$ cat src/rtl/seq_alu_pkg.sv
// seq_alu_pkg: shared constants for the sequential ALU.
//   - op-code constants OP_ADD..OP_DIV (op values 5..7 are reserved)
//   - FSM state encoding ST_IDLE / ST_BUSY / ST_DONE
//   - is_iterative(): true for the multi-cycle ops (MUL, DIV)
package seq_alu_pkg;

  localparam logic [2:0] OP_ADD = 3'd0;
  localparam logic [2:0] OP_OR  = 3'd1;
  localparam logic [2:0] OP_NOR = 3'd2;
  localparam logic [2:0] OP_MUL = 3'd3;
  localparam logic [2:0] OP_DIV = 3'd4;

  localparam logic [1:0] ST_IDLE = 2'd0;
  localparam logic [1:0] ST_BUSY = 2'd1;
  localparam logic [1:0] ST_DONE = 2'd2;

  function automatic logic is_iterative(input logic [2:0] op);
    return (op == OP_MUL) || (op == OP_DIV);
  endfunction

endpackage

$ cat src/rtl/seq_alu_if.sv
// seq_alu_if: request/result bundle of the sequential ALU.
//   start, op, a, b          : request side (master drives)
//   busy, done, result,
//   c_out, div_by_zero       : status/result side (slave drives)
//
// Handshake: a request is taken on any rising clk edge where start is high
// and the ALU is not busy (busy == 0). op/a/b must be valid on that edge
// only; they are latched internally. done is a one-cycle pulse marking the
// cycle in which result/c_out/div_by_zero first hold the completed values;
// those stay stable until the next completion. There is no back-pressure
// on the result side.
interface seq_alu_if #(
  parameter int W = 8
);
  logic           start;
  logic [2:0]     op;
  logic [W-1:0]   a;
  logic [W-1:0]   b;
  logic           busy;
  logic           done;
  logic [2*W-1:0] result;
  logic           c_out;
  logic           div_by_zero;

  modport master (
    output start, op, a, b,
    input  busy, done, result, c_out, div_by_zero
  );

  modport slave (
    input  start, op, a, b,
    output busy, done, result, c_out, div_by_zero
  );
endinterface

$ cat src/rtl/alu_addsub.sv
// alu_addsub: W-bit ripple-carry adder/subtractor.
//   x, y : operands
//   sub  : 0 -> s = x + y, 1 -> s = x - y (two's complement, y inverted, cin = 1)
//   s    : W-bit sum/difference
//   co   : carry out; in subtract mode co = 1 means no borrow (x >= y)
module alu_addsub #(
  parameter int W = 8
) (
  input  logic [W-1:0] x,
  input  logic [W-1:0] y,
  input  logic         sub,
  output logic [W-1:0] s,
  output logic         co
);

  logic [W:0] cy;
  logic       yb;

  always_comb begin
    cy    = '0;
    s     = '0;
    yb    = 1'b0;
    cy[0] = sub;
    for (int i = 0; i < W; i++) begin
      yb      = y[i] ^ sub;
      s[i]    = x[i] ^ yb ^ cy[i];
      cy[i+1] = (x[i] & yb) | (cy[i] & (x[i] ^ yb));
    end
    co = cy[W];
  end

endmodule

$ cat src/rtl/seq_alu.sv
// seq_alu: sequential ALU with single-cycle ADD/OR/NOR and W-cycle
// shift-add MUL / restoring DIV.
//   clk       : clock, rising edge
//   rst_n     : asynchronous active-low reset
//   bus       : seq_alu_if slave (start/op/a/b in, busy/done/result/c_out/
//               div_by_zero out)
//   state_dbg : current FSM state (seq_alu_pkg ST_* encoding)
module seq_alu
  import seq_alu_pkg::*;
#(
  parameter int W = 8
) (
  input  logic        clk,
  input  logic        rst_n,
  seq_alu_if.slave    bus,
  output logic [1:0]  state_dbg
);

  localparam int CW = $clog2(W) + 1;

  logic [1:0]     state;
  logic [CW-1:0]  cnt;
  logic [2:0]     op_q;
  logic [W-1:0]   hi;    // MUL: upper product half; DIV: partial remainder
  logic [W-1:0]   lo;    // MUL: multiplier / lower product; DIV: dividend -> quotient
  logic [W-1:0]   opnd;  // multiplicand or divisor
  logic [2*W-1:0] result_q;
  logic           c_out_q;
  logic           dbz_q;

  logic [W-1:0]   add_x;
  logic [W-1:0]   add_y;
  logic           add_sub;
  logic [W-1:0]   add_s;
  logic           add_co;
  logic [W-1:0]   hi_n;
  logic [W-1:0]   lo_n;
  logic           accept;

  assign accept = bus.start && (state != ST_BUSY);

  // One adder serves three users: ADD at acceptance, the MUL accumulate
  // and the DIV trial subtract while busy.
  always_comb begin
    add_x   = bus.a;
    add_y   = bus.b;
    add_sub = 1'b0;
    if (state == ST_BUSY) begin
      add_y = opnd;
      if (op_q == OP_DIV) begin
        add_x   = {hi[W-2:0], lo[W-1]};
        add_sub = 1'b1;
      end else begin
        add_x = hi;
      end
    end
  end

  alu_addsub #(.W(W)) u_addsub (
    .x   (add_x),
    .y   (add_y),
    .sub (add_sub),
    .s   (add_s),
    .co  (add_co)
  );

  // One iteration step. For DIV the shifted partial remainder is W+1 bits;
  // when its dropped top bit (hi[W-1]) is set it exceeds any divisor, so the
  // subtract always succeeds and the W-bit difference is still exact.
  always_comb begin
    hi_n = hi;
    lo_n = lo;
    if (op_q == OP_DIV) begin
      if (hi[W-1] | add_co) begin
        hi_n = add_s;
        lo_n = {lo[W-2:0], 1'b1};
      end else begin
        hi_n = {hi[W-2:0], lo[W-1]};
        lo_n = {lo[W-2:0], 1'b0};
      end
    end else begin
      if (lo[0]) begin
        hi_n = {add_co, add_s[W-1:1]};
        lo_n = {add_s[0], lo[W-1:1]};
      end else begin
        hi_n = {1'b0, hi[W-1:1]};
        lo_n = {hi[0], lo[W-1:1]};
      end
    end
  end

  always_ff @(posedge clk or negedge rst_n) begin
    if (!rst_n) begin
      state    <= ST_IDLE;
      cnt      <= '0;
      op_q     <= '0;
      hi       <= '0;
      lo       <= '0;
      opnd     <= '0;
      result_q <= '0;
      c_out_q  <= 1'b0;
      dbz_q    <= 1'b0;
    end else if (accept) begin
      op_q    <= bus.op;
      hi      <= '0;
      lo      <= bus.a;
      opnd    <= bus.b;
      c_out_q <= 1'b0;
      dbz_q   <= 1'b0;
      if (is_iterative(bus.op)) begin
        cnt   <= CW'(W);
        state <= ST_BUSY;
      end else begin
        state <= ST_DONE;
        case (bus.op)
          OP_ADD: begin
            result_q <= {{(W-1){1'b0}}, add_co, add_s};
            c_out_q  <= add_co;
          end
          OP_OR:   result_q <= {{W{1'b0}}, bus.a | bus.b};
          OP_NOR:  result_q <= {{W{1'b0}}, ~(bus.a | bus.b)};
          default: result_q <= '0;
        endcase
      end
    end else if (state == ST_BUSY) begin
      hi <= hi_n;
      lo <= lo_n;
      if (cnt == CW'(1)) begin
        // Only the final step is published; intermediates stay internal.
        state    <= ST_DONE;
        cnt      <= '0;
        result_q <= {hi_n, lo_n};
        dbz_q    <= (op_q == OP_DIV) && (opnd == '0);
      end else begin
        cnt <= cnt - CW'(1);
      end
    end else if (state == ST_DONE) begin
      state <= ST_IDLE;
    end
  end

  assign bus.busy        = (state == ST_BUSY);
  assign bus.done        = (state == ST_DONE);
  assign bus.result      = result_q;
  assign bus.c_out       = c_out_q;
  assign bus.div_by_zero = dbz_q;
  assign state_dbg       = state;

endmodule

$ cat src/flat_wrapper.sv
// flat-port wrapper written by rule: the top's interface ports become plain ports
module seq_alu_flat import seq_alu_pkg::*;
#(
  parameter int W = 8
)
  (clk, rst_n, state_dbg, bus_start, bus_op, bus_a, bus_b, bus_busy, bus_done, bus_result, bus_c_out, bus_div_by_zero);
  seq_alu_if #(.W(W)) bus_i ();
  input  logic clk;
  input  logic rst_n;
  output logic [1:0] state_dbg;
  input wire logic [$bits(bus_i.start)-1:0] bus_start;
  input wire logic [$bits(bus_i.op)-1:0] bus_op;
  input wire logic [$bits(bus_i.a)-1:0] bus_a;
  input wire logic [$bits(bus_i.b)-1:0] bus_b;
  output wire logic [$bits(bus_i.busy)-1:0] bus_busy;
  output wire logic [$bits(bus_i.done)-1:0] bus_done;
  output wire logic [$bits(bus_i.result)-1:0] bus_result;
  output wire logic [$bits(bus_i.c_out)-1:0] bus_c_out;
  output wire logic [$bits(bus_i.div_by_zero)-1:0] bus_div_by_zero;
  assign bus_i.start = bus_start;
  assign bus_i.op = bus_op;
  assign bus_i.a = bus_a;
  assign bus_i.b = bus_b;
  assign bus_busy = bus_i.busy;
  assign bus_done = bus_i.done;
  assign bus_result = bus_i.result;
  assign bus_c_out = bus_i.c_out;
  assign bus_div_by_zero = bus_i.div_by_zero;
  seq_alu #(.W(W)) u_core (.clk(clk), .rst_n(rst_n), .bus(bus_i), .state_dbg(state_dbg));
endmodule
$ cat config.mk
export PLATFORM = sky130hd
export DESIGN_NAME = seq_alu_flat
export DESIGN_NICKNAME = d
export VERILOG_FILES = /design/src/rtl/seq_alu_pkg.sv /design/src/rtl/seq_alu_if.sv /design/src/rtl/alu_addsub.sv /design/src/rtl/seq_alu.sv /design/src/flat_wrapper.sv
export SDC_FILE = /design/constraint.sdc
export NUM_CORES = 1
export LEC_CHECK = 0
export ABC_AREA = 1
export CAP_MARGIN = 20
export CORE_ASPECT_RATIO = 1.25
export CORE_MARGIN = 2
export CORE_UTILIZATION = 50
export CTS_CLUSTER_SIZE = 16
export DETAILED_ROUTE_END_ITERATION = 8
export PLACE_DENSITY = 0.76
export SYNTH_ARGS = -nofsm -noshare
export SYNTH_HDL_FRONTEND = slang
export SYNTH_SLANG_ARGS = --single-unit
$ cat constraint.sdc
create_clock -name clk -period 5.13 [get_ports clk]
set_input_delay 0.513 -clock clk [delete_from_list [all_inputs] [get_ports clk]]
set_output_delay 0.513 -clock clk [all_outputs]
set_load 0.05 [all_outputs]
==> results.yml <==
drt:
  vias: 3117
  drt_iter0_markers: 352
  drcViolationCount: 0
  post_drt_wl_per_cell_um: 15.5
  wirelength_mm: 8.74
  dr.pass1.iters: 5
  viasPerCell: 5.53
  drtAntennaViolNets: 0
die:
  ios: 44
  start_util: 0.522
  die_h_um: 94.3
  rows: 32
  die-area_mm2: 0.00719
  core_area_mm2: 0.00625
  chipWidth_um: 76.2
yosys:
  synth_area_leaders: "dfrtp_1 (39%), nand2_1 (13%), o21ai_0 (9.8%)"
  synth_top_cell_area_share: 0.391
  synthTopCellsByCount: "nand2_1 (112), o21ai_0 (64), dfrtp_1 (51)"
  synthCells: 434
  synth-edff-count: 0
  yosys_warnings: 0
  yosysSeqAreaShare: 0.391
  post-synth-top-count-cell: "nand2_1"
  syn-num-nets: 467
  synth.distinct_cells: 40
  synth_top_area_cell: "dfrtp_1"
  syn-cell-area_mm2: 0.00326
  postSynthAreaPerCell_um2: 7.51
  synth_ff_type: "dfrtp_1"
  ys_ff_latch: 51
  async_reset_ff_frac: 1.00
sta:
  skew_ns: 0.00756
  hold_viol_final: 0
  period_needed_ns: 4.89
  max_slew_margin: 0.490
  max_freq_mhz: 205
  period_share: 0.953
  setup_viol: 0
  tns_ns: 0
  drv_slew: 0
  holdWs_ns: 0.294
  tightestPinTransition_ns: 0.764
  rsz0062_at_grt: "no"
layout:
  drive_gt1_frac: 0.104
  diodes: 0
  area_growth_pct: 20.1
  final_cell_count_no_fill: 564
  fillCellCount: 586
  final_nets: 511
worst_setup_path:
  rr_worst_depth: 18
  setup.worst_path.start_class: "flop"
  critical_path_class: "flop to flop"
  cp_max_fo: 8
  cp-endpoint: "u_core.hi[5]$_DFFE_PN0P_"
  end_kind: "flop"
  worstReg2RegStart: "u_core.state_dbg[1]$_DFFE_PN0P_"
  worstReg2RegEnd: "u_core.hi[5]$_DFFE_PN0P_"
  crit_start: "u_core.state_dbg[1]$_DFFE_PN0P_"
  worstPathRequired_ns: 5.35
  cp_common_cell: "fa_1"
  worstPathCellList: "inv_2 > ha_4 > buf_4 > nand2_2 > xor2_1 > fa_1 > fa_1 > fa_1 > fa_1 > fa_1 > fa_1 > fa_1 > nor2_2 > buf_4 > nor2_4 > a221oi_1 > nand2_1 > o21ai_0"
  rrSetupSlack_ns: 0.24
  cp.arrival_ns: 5.11
  slowest_stage: "dfrtp_2"
  max_stage_delay_ns: 0.44
global_routing:
  antenna_found_initial: 0
  grt_pass1_wl_mm: 14.5
  grt_max_degree: 52
  grt-ovfl-total: 0
  grt_use_total: 0.257
  grt_pass1_vias: 2924
clock_tree:
  cts_hold_buf: 0
  worstSkewPairLatency_ns: 0.31
  cts.path.max_buffers: 2
  cts_tree: "yes"
  cts_buffers: 5
  htreeDepth: 2
  cts_sinks: 51
  clk_pin_slew_ns: 0.09
  clockRootBuffer: "clkbuf_8"
placed_design:
  dp_hpwl_mm: 6.48
  gp_congestion: 0.921
  io_buffer_count: 43
  dp_cells: 554
flow_run:
  maxCapViolCount: 0
power:
  powerDensity_mw_per_mm2: 670
  peakVddDrop_mv: 0.280
  fin_total_pwr_mw: 2.63
  total_leakage_power_nw: 1.85
run_status:
  outcome: "complete, no violations"
worst_hold_path:
  hold_path.class: "input port to asynchronous set/reset pin"
## power by group
| group | total [mW] | internal (mW) | switching (mW) |
|---|---|---|---|
| Combinational | 1.64 | 0.553 | 1.08 |
| Clock | 0.296 | 0.158 | 0.138 |
| Sequential | 0.693 | 0.571 | 0.122 |
| Total | 2.63 | 1.28 | 1.34 |
## final cells by class
class / count / area, um2 / area share
clock inverters: 2 / 35.0 / 0.00894
inverters: 52 / 200 / 0.0511
clock buffers: 6 / 82.6 / 0.0211
repair buffers: 55 / 515 / 0.132
flip-flops and latches: 51 / 1280 / 0.326
well taps: 85 / 106 / 0.0271
multi-input cells: 313 / 1700 / 0.434
## flip-flops by register name (all words and copies together) (netlist names)
register	cells
u_core.bus.c_out	1
u_core.bus.div_by_zero	1
u_core.bus.result	16
u_core.cnt	4
u_core.hi	8
u_core.lo	8
u_core.op_q	3
u_core.opnd	8
u_core.state_dbg	2
## cell families (layout without fill, tap and decap cells)
kind of cell	Yosys count	count (layout)	synth area share
simple gates	174	174	0.225
compound gates	125	125	0.224
buf+inv	70	115	0.0929
flops	51	51	0.391
fa+ha+maj	11	11	0.0583
xor+xnor	3	3	0.00806
## what timing repair did
item,in CTS,in global routing
resized for setup,0,6
setup buffers,0,2
endpoints found under the setup margin,0,19
## layout by cell type, fill, tap and decap left out, drive strengths merged, types with 6 or more instances in the layout
cell	synthesis	routed
a21oi	35	35
buf	15	13
clkdlybuf4s50	0	42
inv	52	52
fa	7	7
nor2	37	37
dfrtp	51	51
o21ai	66	66
nand3	10	10
clkbuf	3	6
nor3	7	7
nand2	115	115
a31oi	6	6
## through the flow
step                setup slack, ns   util  instance area, um2
floorplan                   0.00355      -                3280
global placement              0.113  0.605                3780
detailed placement           0.0505  0.605                3780
CTS                           0.127  0.624                3890
global route                0.00137  0.627                3920
finish                        0.242  0.627                3920
## worst max-delay path: cells and delay by family, from the launching register on
kind | cells | cell delay (ns)
buffers and inverters | 3 | 0.38
adder cells (fa/ha/maj) | 8 | 2.95
XOR/XNOR | 1 | 0.17
AO/OA/AOI/OAI | 2 | 0.47
AND/OR/NAND/NOR | 4 | 0.37
flip-flops | 1 | 0.44
## layer usage
metal | global-route usage | wire length [um] | up-vias
met2 | 0.412 | 4090 | 113
met4 | 0.0939 | 252 | 0
met5 | 0 | 0 | -
met3 | 0.0529 | 514 | 22
li1 | - | - | 1513
met1 | 0.346 | 3880 | 1469
## worst min-delay path by stage
stage	startpoint	to	cells after the start
3_5_place_dp	u_core.bus.div_by_zero$_DFFE_PN0P_	u_core.bus.div_by_zero$_DFFE_PN0P_	2
6_report	rst_n	u_core.opnd[6]$_DFFE_PN0P_	2
4_1_cts	rst_n	u_core.bus.result[14]$_DFFE_PN0P_	2
3_3_place_gp	u_core.bus.result[13]$_DFFE_PN0P_	u_core.bus.result[13]$_DFFE_PN0P_	2
2_1_floorplan	rst_n	u_core.bus.c_out$_DFFE_PN0P_	0
5_1_grt	rst_n	u_core.hi[7]$_DFFE_PN0P_	2
Power figures use the tool's default switching activity.
